### src/rtl/uart_trans.sv
// UART serial transmitter: start bit, 8 data bits LSB first, optional parity, 1 or 2 stop bits.
// A one-byte holding register lets the next byte queue while the current frame shifts out.
module uart_trans #(
   parameter int CLKS_PER_BIT = 2605,
   parameter int PARITY_EN    = 0,
   parameter int PARITY_ODD   = 0,
   parameter int STOP_BITS    = 1
) (
   input  logic       clk,
   input  logic       rst,
   input  logic       tx_start,
   input  logic [7:0] tx_data,
   output logic       tx_ready,
   output logic       tx_line,
   output logic       tx_busy,
   output logic       tx_done
);

   localparam int CW = (CLKS_PER_BIT > 1) ? $clog2(CLKS_PER_BIT) : 1;
   localparam logic [CW-1:0] CNT_LAST = CW'(CLKS_PER_BIT - 1);
   localparam logic [CW-1:0] CNT_PRE  = CW'(CLKS_PER_BIT - 2);
   localparam logic [2:0]    STOP_LAST = 3'(STOP_BITS - 1);

   typedef enum logic [2:0] {S_IDLE, S_START, S_DATA, S_PARITY, S_STOP} state_t;

   function automatic logic parity_bit(input logic [7:0] d);
      return (^d) ^ ((PARITY_ODD != 0) ? 1'b1 : 1'b0);
   endfunction

   state_t        state_q, state_d;
   logic [CW-1:0] cnt_q, cnt_d;
   logic [2:0]    idx_q, idx_d;
   logic [7:0]    data_q, data_d;
   logic [7:0]    hold_q, hold_d;
   logic          hold_valid_q, hold_valid_d;
   logic          ready_q, ready_d;
   logic          line_q, line_d;
   logic          busy_q, busy_d;
   logic          done_q, done_d;
   logic          load_s;
   logic          cnt_end_s;

   // State and output registers with synchronous reset.
   always_ff @(posedge clk) begin
      if (rst) begin
         state_q      <= S_IDLE;
         cnt_q        <= {CW{1'b0}};
         idx_q        <= 3'd0;
         data_q       <= 8'd0;
         hold_q       <= 8'd0;
         hold_valid_q <= 1'b0;
         ready_q      <= 1'b1;
         line_q       <= 1'b1;
         busy_q       <= 1'b0;
         done_q       <= 1'b0;
      end else begin
         state_q      <= state_d;
         cnt_q        <= cnt_d;
         idx_q        <= idx_d;
         data_q       <= data_d;
         hold_q       <= hold_d;
         hold_valid_q <= hold_valid_d;
         ready_q      <= ready_d;
         line_q       <= line_d;
         busy_q       <= busy_d;
         done_q       <= done_d;
      end
   end

   // Next-state logic; idx counts data bits in DATA and stop bits in STOP.
   always_comb begin
      state_d      = state_q;
      cnt_d        = cnt_q;
      idx_d        = idx_q;
      data_d       = data_q;
      hold_d       = hold_q;
      hold_valid_d = hold_valid_q;
      line_d       = line_q;
      done_d       = 1'b0;
      load_s       = 1'b0;
      cnt_end_s    = (cnt_q == CNT_LAST);

      if (tx_start && ready_q) begin
         hold_d       = tx_data;
         hold_valid_d = 1'b1;
      end else begin
         hold_d       = hold_q;
      end

      case (state_q)
         S_IDLE: begin
            load_s = hold_valid_q;
         end
         S_START: begin
            if (cnt_end_s) begin
               state_d = S_DATA;
               cnt_d   = {CW{1'b0}};
               idx_d   = 3'd0;
               line_d  = data_q[0];
            end else begin
               cnt_d   = cnt_q + CW'(1);
            end
         end
         S_DATA: begin
            if (cnt_end_s) begin
               cnt_d = {CW{1'b0}};
               if (idx_q == 3'd7) begin
                  idx_d = 3'd0;
                  if (PARITY_EN != 0) begin
                     state_d = S_PARITY;
                     line_d  = parity_bit(data_q);
                  end else begin
                     state_d = S_STOP;
                     line_d  = 1'b1;
                  end
               end else begin
                  idx_d  = idx_q + 3'd1;
                  line_d = data_q[idx_q + 3'd1];
               end
            end else begin
               cnt_d = cnt_q + CW'(1);
            end
         end
         S_PARITY: begin
            if (cnt_end_s) begin
               state_d = S_STOP;
               cnt_d   = {CW{1'b0}};
               idx_d   = 3'd0;
               line_d  = 1'b1;
            end else begin
               cnt_d   = cnt_q + CW'(1);
            end
         end
         S_STOP: begin
            // Pulse is registered, so raise it one cycle early to land on the last stop cycle.
            if ((idx_q == STOP_LAST) && (cnt_q == CNT_PRE)) begin
               done_d = 1'b1;
            end else begin
               done_d = 1'b0;
            end
            if (cnt_end_s) begin
               cnt_d = {CW{1'b0}};
               if (idx_q == STOP_LAST) begin
                  load_s  = hold_valid_q;
                  state_d = S_IDLE;
               end else begin
                  idx_d   = idx_q + 3'd1;
               end
            end else begin
               cnt_d = cnt_q + CW'(1);
            end
         end
         default: begin
            state_d = S_IDLE;
            line_d  = 1'b1;
         end
      endcase

      if (load_s) begin
         state_d      = S_START;
         data_d       = hold_q;
         hold_valid_d = 1'b0;
         cnt_d        = {CW{1'b0}};
         idx_d        = 3'd0;
         line_d       = 1'b0;
      end else begin
         data_d       = data_q;
      end

      busy_d  = (state_d != S_IDLE);
      ready_d = ~hold_valid_d;
   end

   assign tx_ready = ready_q;
   assign tx_line  = line_q;
   assign tx_busy  = busy_q;
   assign tx_done  = done_q;

endmodule
### config.mk
export PLATFORM = sky130hd
export DESIGN_NAME = uart_trans
export DESIGN_NICKNAME = d
export VERILOG_FILES = /design/src/rtl/uart_trans.sv
export SDC_FILE = /design/constraint.sdc
export NUM_CORES = 1
export LEC_CHECK = 0
export CAP_MARGIN = 15
export CORE_ASPECT_RATIO = 1.5
export CORE_MARGIN = 4
export CORE_UTILIZATION = 54
export CTS_BUF_LIST = sky130_fd_sc_hd__clkbuf_4 sky130_fd_sc_hd__clkbuf_8
export DETAILED_ROUTE_END_ITERATION = 10
export DONT_BUFFER_PORTS = 1
export GPL_ROUTABILITY_DRIVEN = 0
export PLACE_DENSITY = 0.78
export SYNTH_ARGS = -nofsm -noshare
export SYNTH_HDL_FRONTEND = slang
export SYNTH_SLANG_ARGS = --single-unit
### constraint.sdc
create_clock -name clk -period 3.6 [get_ports clk]
set_clock_uncertainty 0.2 [all_clocks]
set_input_delay 0.36 -clock clk [delete_from_list [all_inputs] [get_ports clk]]
set_output_delay 0.36 -clock clk [all_outputs]
set_load 0.01 [all_outputs]
==> results of run 1 <==
[what timing repair did]
item,CTS,global route
endpoints found under the setup margin,0,0
hold buffers,7,0
endpoints found under the hold margin,16,0
[synthesized netlist by cell type (3+ instances only)]
master / number / area share (%)
mux2i_1: 10 / 5.5
a21oi_1: 17 / 4.6
or3_1: 3 / 1.0
and3_1: 3 / 1.0
nor3_1: 7 / 1.9
nand3_1: 8 / 2.2
xor2_1: 4 / 1.9
clkbuf_1: 3 / 0.62
ha_1: 5 / 3.4
nand4_1: 3 / 1.0
dfxtp_1: 39 / 43
inv_1: 5 / 1.0
nand2b_1: 5 / 1.7
nand2_1: 31 / 6.4
xnor2_1: 4 / 1.9
nor2_1: 26 / 5.3
o21ai_0: 7 / 1.9
[cell families after synthesis]
family                     Yosys count
adders and majority gates            5
muxes                               12
AOI/OAI and AO/OA                   35
and+or+nand+nor                     99
buffers and inverters               12
DFF                                 39
xor gates and xnor gates             8
[metrics by stage]
step / setup WS, ns / utilization (%) / cells / power [W] / hold slack [ns]
floorplan: 1.63 / - / 210 / 0.000529 / 0.236
global route: 1.13 / 62.9 / 258 / 0.000902 / 0.0194
global placement: 1.43 / 57.5 / 243 / 0.000541 / 0.235
detailed placement: 1.40 / 57.5 / 243 / 0.000543 / 0.236
CTS: 1.36 / 62.9 / 258 / 0.000871 / 0.000924
finish: 1.35 / 62.9 / 258 / 0.000864 / 0.00308
[worst max-delay path: stages, from the launching register on]
cell and delay (ns):
dfxtp_1 0.62, nor4bb_1 0.42, nand4_2 0.20, a21oi_4 0.38
mux2i_1 0.24, nor2_1 0.05
[report_power, final]
group	switching [W]	internal [W]	total, W
Clock	0.000149	0.000174	0.000323
Sequential	0.0000177	0.000449	0.000466
Combinational	0.0000444	0.0000305	0.0000749
Total	0.000211	0.000653	0.000864
[sequential cells by signal, summed over array words and instances, names as in the netlist]
name          count
cnt_q            12
data_q            8
hold_q            8
hold_valid_q      1
idx_q             3
state_q           3
tx_busy           1
tx_done           1
tx_line           1
tx_ready          1
[metal layers]
layer / GRT usage [%] / wire length [um] / up-vias
li1: - / - / 746
met1: 18.8 / 1460 / 684
met2: 33.3 / 1920 / 47
met3: 5.20 / 167 / 11
met4: 10.2 / 106 / 0
met5: 0 / 0 / -
[cell type report]
class                   count  area share, %
clock buffers               7           4.76
clock inverters             1          0.371
inverters                   5          0.926
multi-input cells         159           49.5
flip-flops and latches     39           38.5
well taps                  40           2.47
repair buffers              7           3.46
[worst paths after layout]
check | to | slack [ns] | cells past startpoint | start
min reg2reg | hold_q[3] | 0.26 | 2 | hold_q[3]
max reg2reg | data_q[5] | 1.35 | 5 | state_q[2]
min | hold_q[1] | 0.003 | 2 | tx_data[1]
max | data_q[5] | 1.35 | 5 | state_q[2]
==> impl_metrics.tcl, run 1 <==
set metrics [dict create \
    cts.repair.resized 0 \
    fillerInstances 286 \
    syn_avg_cell_area_um2 8.72 \
    cts_tree "built" \
    synth_fa_ha_area_share_pct 3.42 \
    drv_slew 0 \
    post_dp_cell_area_um2 1850 \
    drt_wl_total_um 3650 \
    clock_path_buffers 2 \
    clkSinkCount 39 \
    max_slew_margin_pct 58.6 \
    synth_nets 226 \
    ys.flop_type "dfxtp_1" \
    ys_seq_area_share_pct 42.7 \
    nNetsFinal 233 \
    yosysWarningCount 0 \
    status "complete, no violations" \
    row_count 25 \
    synth_top_family_by_area "simple AND/OR/NAND/NOR gates" \
    worst_pin_slew_ns 0.612 \
    ys_ff_latch 39 \
    ant_nets 0 \
    seq_area_um2 781 \
    syn-instance-count 210 \
    drt_iter0_markers 37 \
    cp_max_fo 15 \
    die-height_um 79.3 \
    multi_input_area_um2 1000 \
    diodes 0 \
    die_w_um 55.5 \
    start_util_pct 56.8 \
    synth_compound_area_share_pct 11.6 \
    start_kind "flop" \
    hpwl_um 2710 \
    clkTransAtPathRegs_ns 0.07 \
    synth.distinct_cells 40 \
    final_cell_area_um2 2030 \
    synth-edff-count 0 \
    drc 0 \
    leakage_nw 0.725 \
    netlist_area_um2 1830 \
    vias_per_cell 5.77 \
    hold_path.class "input port to flop" \
    fmax_ghz 0.445 \
    core_um2 3220 \
    layout_worst_path_cycle_share_pct 62.5 \
    drv_cap 0 \
    grt_first_pass_wirelength_um 6390 \
    routedWlPerCell_um 14.1 \
    io_pins 15 \
    critPathRequiredTime_ns 3.56 \
    synth_simple_gate_area_share_pct 28.0 \
    final_cell_mix "39 x dfxtp_1, 31 x nand2_1, 26 x nor2_1" \
    cp_data_arrival_time_ns 2.21 \
    firstDrtPassIters 4 \
    root_buffer "clkbuf_8" \
    postCtsSetupBuffers 0 \
    htree_levels 2 \
    io_buffer_count 0 \
    tns_ns 0 \
    setup.worst_path.end_class "flop" \
    async_flop_share_pct 0 \
    grt_max_degree 17 \
    hold_viol 0 \
    vdd_ir_drop_max_v 0.000309 \
    muxShareOfSynthArea_pct 7.93 \
    final_common_cell "dfxtp_1" \
    rsz0062_at_grt "no" \
    via_count 1488 \
    clock_latency_ns 0.29 \
    cts_inserted_buffers 5 \
    power_density_nw_per_um2 427 \
    grt.total_usage_pct 18.4 \
    grt-ovfl-total 0 \
    crit_type "flop to flop" \
    die_area_um2 4400 \
    grt_pass1_vias 1424 \
    synth_xor_area_share_pct 3.83 \
    final-setup-viol-count 0 \
    min_period_ns 2.25 \
    syn2layout_area_growth_pct 10.7 \
    antenna_found_initial 0 \
    drive_above_1_share_pct 8.72 \
]
Power figures use the tool's default switching activity.
==> run 2: changes to the inputs <==
Clock period 3.6 ns to 2.25 ns, I/O delays scaled along.
==> run 2 against run 1 <==
  * Via count fell by 0.94%
  * Largest power group unchanged
  * Non-clock buffer count rose by 8
  * Critical path depth rose by 2
  * Combinational power rose by 78%
  * Largest cell class unchanged
  * Design area rose by 3.5%
  * Maximum frequency rose by 12%
  * Hold slack improved by 0.0085 ns
==> impl_metrics.tcl, run 2 (synthesis gave the netlist of run 1 again) <==
set metrics [dict create \
    crit_slowest_cell "mux4_2" \
    status "complete, no violations" \
    start_util_pct 56.8 \
    vdd_ir_drop_max_v 0.000708 \
    setup.worst_path.end_class "flop" \
    diodes 0 \
    leakage_nw 0.768 \
    max_stage_delay_ns 0.50 \
    cts_inserted_buffers 5 \
    die_w_um 55.5 \
    io_pins 15 \
    grt_pass1_vias 1519 \
    top_register "cnt_q" \
    root_buffer "clkbuf_8" \
    drv_cap 0 \
    vias_per_cell 5.56 \
    drive_above_1_share_pct 11.1 \
    multi_input_area_um2 1000 \
    cp_data_arrival_time_ns 1.97 \
    clock_path_buffers 2 \
    grt-ovfl-total 0 \
    core_um2 3220 \
    drt_wl_total_um 3850 \
    io_buffer_count 0 \
    htree_levels 2 \
    final_common_cell "dfxtp_1" \
    final-setup-viol-count 0 \
    row_count 25 \
    tns_ns 0 \
    rsz0062_at_grt "no" \
    ant_nets 0 \
    largest_register_ffs 12 \
    grt_max_degree 19 \
    drv_slew 0 \
    hpwl_um 2780 \
    grt_first_pass_wirelength_um 6950 \
    holdCritStartpoint "rst" \
    fmax_ghz 0.498 \
    hold_viol 0 \
    die_area_um2 4400 \
    cp_max_fo 3 \
    stdcell_count 265 \
    layout_worst_path_cycle_share_pct 89.2 \
    startpoint "idx_q[1]" \
    clkTransAtPathRegs_ns 0.07 \
    grt.total_usage_pct 20.1 \
    drc 0 \
    die-height_um 79.3 \
    final_cell_mix "39 x dfxtp_1, 30 x nand2_1, 26 x nor2_1" \
    cts_tree "built" \
    drt_iter0_markers 49 \
    critPathRequiredTime_ns 2.21 \
    crit_type "flop to flop" \
    seq_area_um2 781 \
    clock_latency_ns 0.29 \
    syn2layout_area_growth_pct 14.5 \
    reg_top3 "cnt_q: 12 flops, data_q: 8 flops, hold_q: 8 flops" \
    clkSinkCount 39 \
    routedWlPerCell_um 14.5 \
    via_count 1474 \
    power_density_nw_per_um2 685 \
    r2r-start "idx_q[1]" \
    postCtsSetupBuffers 0 \
    nNetsFinal 241 \
    max_slew_margin_pct 55.4 \
    worst_pin_slew_ns 0.667 \
    start_kind "flop" \
    antenna_found_initial 0 \
    fillerInstances 283 \
    firstDrtPassIters 6 \
    dp_cells 249 \
    hold_path.class "input port to flop" \
    holdWs_ns 0.0115 \
    min_period_ns 2.01 \
    path_cells "inv_1 > ha_1 > mux4_2 > mux2i_1 > nand3_1 > o211ai_1 > o21ai_0" \
    finalCoreUtilization_pct 65.0 \
]
==> run 2: path summary, 6_finish.rpt <==
| path | to | slack [ns] | depth (start not counted) |
|---|---|---|---|
| min | state_q[0] | 0.01 | 2 |
| max reg2reg | tx_line | 0.24 | 7 |
| max | tx_line | 0.24 | 7 |
| min reg2reg | hold_q[2] | 0.26 | 2 |
==> run 2: layout make-up <==
type / count / share of cell area [%]
Tap cell: 40 / 2.39
Clock inverter: 1 / 1.43
Timing Repair Buffer: 15 / 6.45
Clock buffer: 6 / 3.64
Multi-Input combinational cell: 159 / 47.9
Sequential cell: 39 / 37.3
Inverter: 5 / 0.896
==> run 2: what timing repair did <==
item | in CTS | in global routing
hold buffers | 9 | 0
setup endpoints to repair | 0 | 1
hold endpoints to repair | 18 | 0
resized for setup | 0 | 1
==> run 2: metrics by stage <==
step	power [W]	instance area (um^2)	setup slack, ns
after floorplan	0.000847	1830	0.278
after global placement	0.000869	1900	0.166
after detailed placement	0.000873	1900	0.137
after CTS	0.00145	2090	0.121
after global routing	0.00151	2100	0.0797
final	0.00144	2100	0.243
==> run 2: worst max-delay path: cells and delay by family (launching register included) <==
kind	cells	cell delay [ns]
multiplexers	2	0.65
flip-flops	1	0.35
adder cells (fa/ha/maj)	1	0.33
AO/OA/AOI/OAI	2	0.21
AND/OR/NAND/NOR	1	0.09
buffers and inverters	1	0.05
==> run 2: routing by layer <==
layer  up-vias  track usage, %  wire, um
li1        762               -         -
met1       678            19.5      1500
met2        26            38.6      2170
met3         8            5.04       107
met4         0            9.49        71
met5         -               0         0
==> run 2: power breakdown <==
part	leakage [nW]	internal [W]	switching, W	total (W)
combinational	0.396	0.0000540	0.0000795	0.000133
clock	0.0547	0.000337	0.000224	0.000561
sequential	0.317	0.000718	0.0000238	0.000742
total	0.768	0.00111	0.000327	0.00144
==> run 3: changes to the inputs <==
Settings changed: MAX_ROUTING_LAYER set to met4.
==> run 3 against run 2 <==
  * Critical path depth is the same
  * Via count rose by 0.27%
  * Design area unchanged
  * Sequential share of layout area unchanged
  * Clock power about the same
  * Largest cell class unchanged
  * Global-route usage grew 0.54 points
  * Hold slack about the same
  * Critical endpoint is now tx_ready
  * Sequential power barely moved
==> impl_metrics.tcl, run 3 (synthesis gave the netlist of run 1 again) <==
set metrics [dict create \
    cts_tree "built" \
    drc 0 \
    firstDrtPassIters 6 \
    crit_type "flop to flop" \
    power.total_w 0.00144 \
    row_count 25 \
    fillerInstances 283 \
    hold_path.class "input port to flop" \
    cp_max_fo 10 \
    critPathRequiredTime_ns 2.22 \
    clock_latency_ns 0.29 \
    vdd_ir_drop_max_v 0.000708 \
    stdcell_count 265 \
    final_common_cell "dfxtp_1" \
    grt_max_degree 19 \
    htree_levels 2 \
    fmax_ghz 0.497 \
    final_cell_mix "39 x dfxtp_1, 30 x nand2_1, 26 x nor2_1" \
    reg_top3 "cnt_q: 12 flops, data_q: 8 flops, hold_q: 8 flops" \
    syn2layout_area_growth_pct 14.5 \
    drt_wl_total_um 3840 \
    top_register "cnt_q" \
    hold_viol 0 \
    drive_above_1_share_pct 11.1 \
    die-height_um 79.3 \
    diodes 0 \
    drt_iter0_markers 49 \
    core_um2 3220 \
    power_density_nw_per_um2 686 \
    vias_per_cell 5.58 \
    drv_cap 0 \
    dp_cells 249 \
    layout_worst_path_cycle_share_pct 89.4 \
    critPathMostFrequentCell "and3_1" \
    leakage_nw 0.768 \
    worst_pin_slew_ns 0.667 \
    cp_num_buf_inv 1 \
    tns_ns 0 \
    ant_nets 0 \
    grt_first_pass_wirelength_um 6960 \
    grt_pass1_vias 1516 \
    path_cells "inv_1 > ha_1 > and3_1 > and3_1 > nand3_1 > nand2_2 > or2_2" \
    cts_inserted_buffers 5 \
    cp_data_arrival_time_ns 1.99 \
    antenna_found_initial 0 \
    whs_path_depth 2 \
    rsz0062_at_grt "no" \
    status "complete, no violations" \
    multi_input_area_um2 1000 \
    clkSinkCount 39 \
    crit_slowest_cell "dfxtp_1" \
    seq_area_um2 781 \
    drv_slew 0 \
    via_count 1478 \
    cp_num_cells 7 \
    clock_path_buffers 2 \
    grt.total_usage_pct 20.6 \
    clkTransAtPathRegs_ns 0.07 \
    largest_register_ffs 12 \
    root_buffer "clkbuf_8" \
    max_stage_delay_ns 0.40 \
    nNetsFinal 241 \
    r2r_cells 7 \
    routedWlPerCell_um 14.5 \
    io_pins 15 \
    min_period_ns 2.01 \
    die_w_um 55.5 \
    start_util_pct 56.8 \
    hpwl_um 2780 \
    final-setup-viol-count 0 \
    max_slew_margin_pct 55.4 \
    io_buffer_count 0 \
    start_kind "flop" \
    path_delay_family "simple AND/OR/NAND/NOR gates" \
    die_area_um2 4400 \
    grt-ovfl-total 0 \
    setup.worst_path.end_class "flop" \
]
-- run 3: cell counts in the layout (fill, tap and decap cells not counted) --
Identical to the previous run, type by type.
-- run 3: worst paths after layout --
kind	end	startpoint	slack, ns
worst max-delay path	tx_ready	cnt_q[0]	0.24
worst min-delay path	state_q[0]	rst	0.01
worst max register to register	tx_ready	cnt_q[0]	0.24
worst min register to register	hold_q[2]	hold_q[2]	0.26
-- run 3: final cells by class --
class | count | area share (%)
sequential | 39 | 37.3
multi-input combinational | 159 | 47.9
timing repair buffer | 15 | 6.45
inverter | 5 | 0.896
tap | 40 | 2.39
clock inverter | 1 | 1.43
clock buffer | 6 | 3.64
-- run 3: routing by layer --
layer,routed length [um],track usage (%),up-vias
met3,108,5.04,8
met1,1490,19.7,682
met2,2170,38.4,26
met4,71,9.49,0
met5,0,-,-
li1,-,-,762
-- run 3: repair_timing --
item	CTS	global route
endpoints found under the setup margin	0	1
endpoints found under the hold margin	18	0
hold buffers	9	0
resized for setup	0	1
buffers inserted	0	0
-- run 3: where the power goes --
group / total (W) / internal (W) / switching, W
clock: 0.000562 / 0.000337 / 0.000225
sequential: 0.000742 / 0.000718 / 0.0000239
combinational: 0.000133 / 0.0000539 / 0.0000795
-- run 3: worst register-to-register path, cell delays in order, from the launching register on --
cell and delay (ns):
dfxtp_1 0.40, inv_1 0.06, ha_1 0.20, and3_1 0.20
and3_1 0.22, nand3_1 0.12, nand2_2 0.16, or2_2 0.34
-- run 3: metrics by stage --
stage	area, um^2	worst slack [ns]	utilization [%]	hold slack (ns)
after floorplan	1830	0.278	-	0.161
after global placement	1900	0.166	58.9	0.0991
after detailed placement	1900	0.137	58.9	0.101
after CTS	2090	0.121	65.0	0.00360
after global routing	2100	0.0778	65.0	0.00713
final	2100	0.237	65.0	0.0116
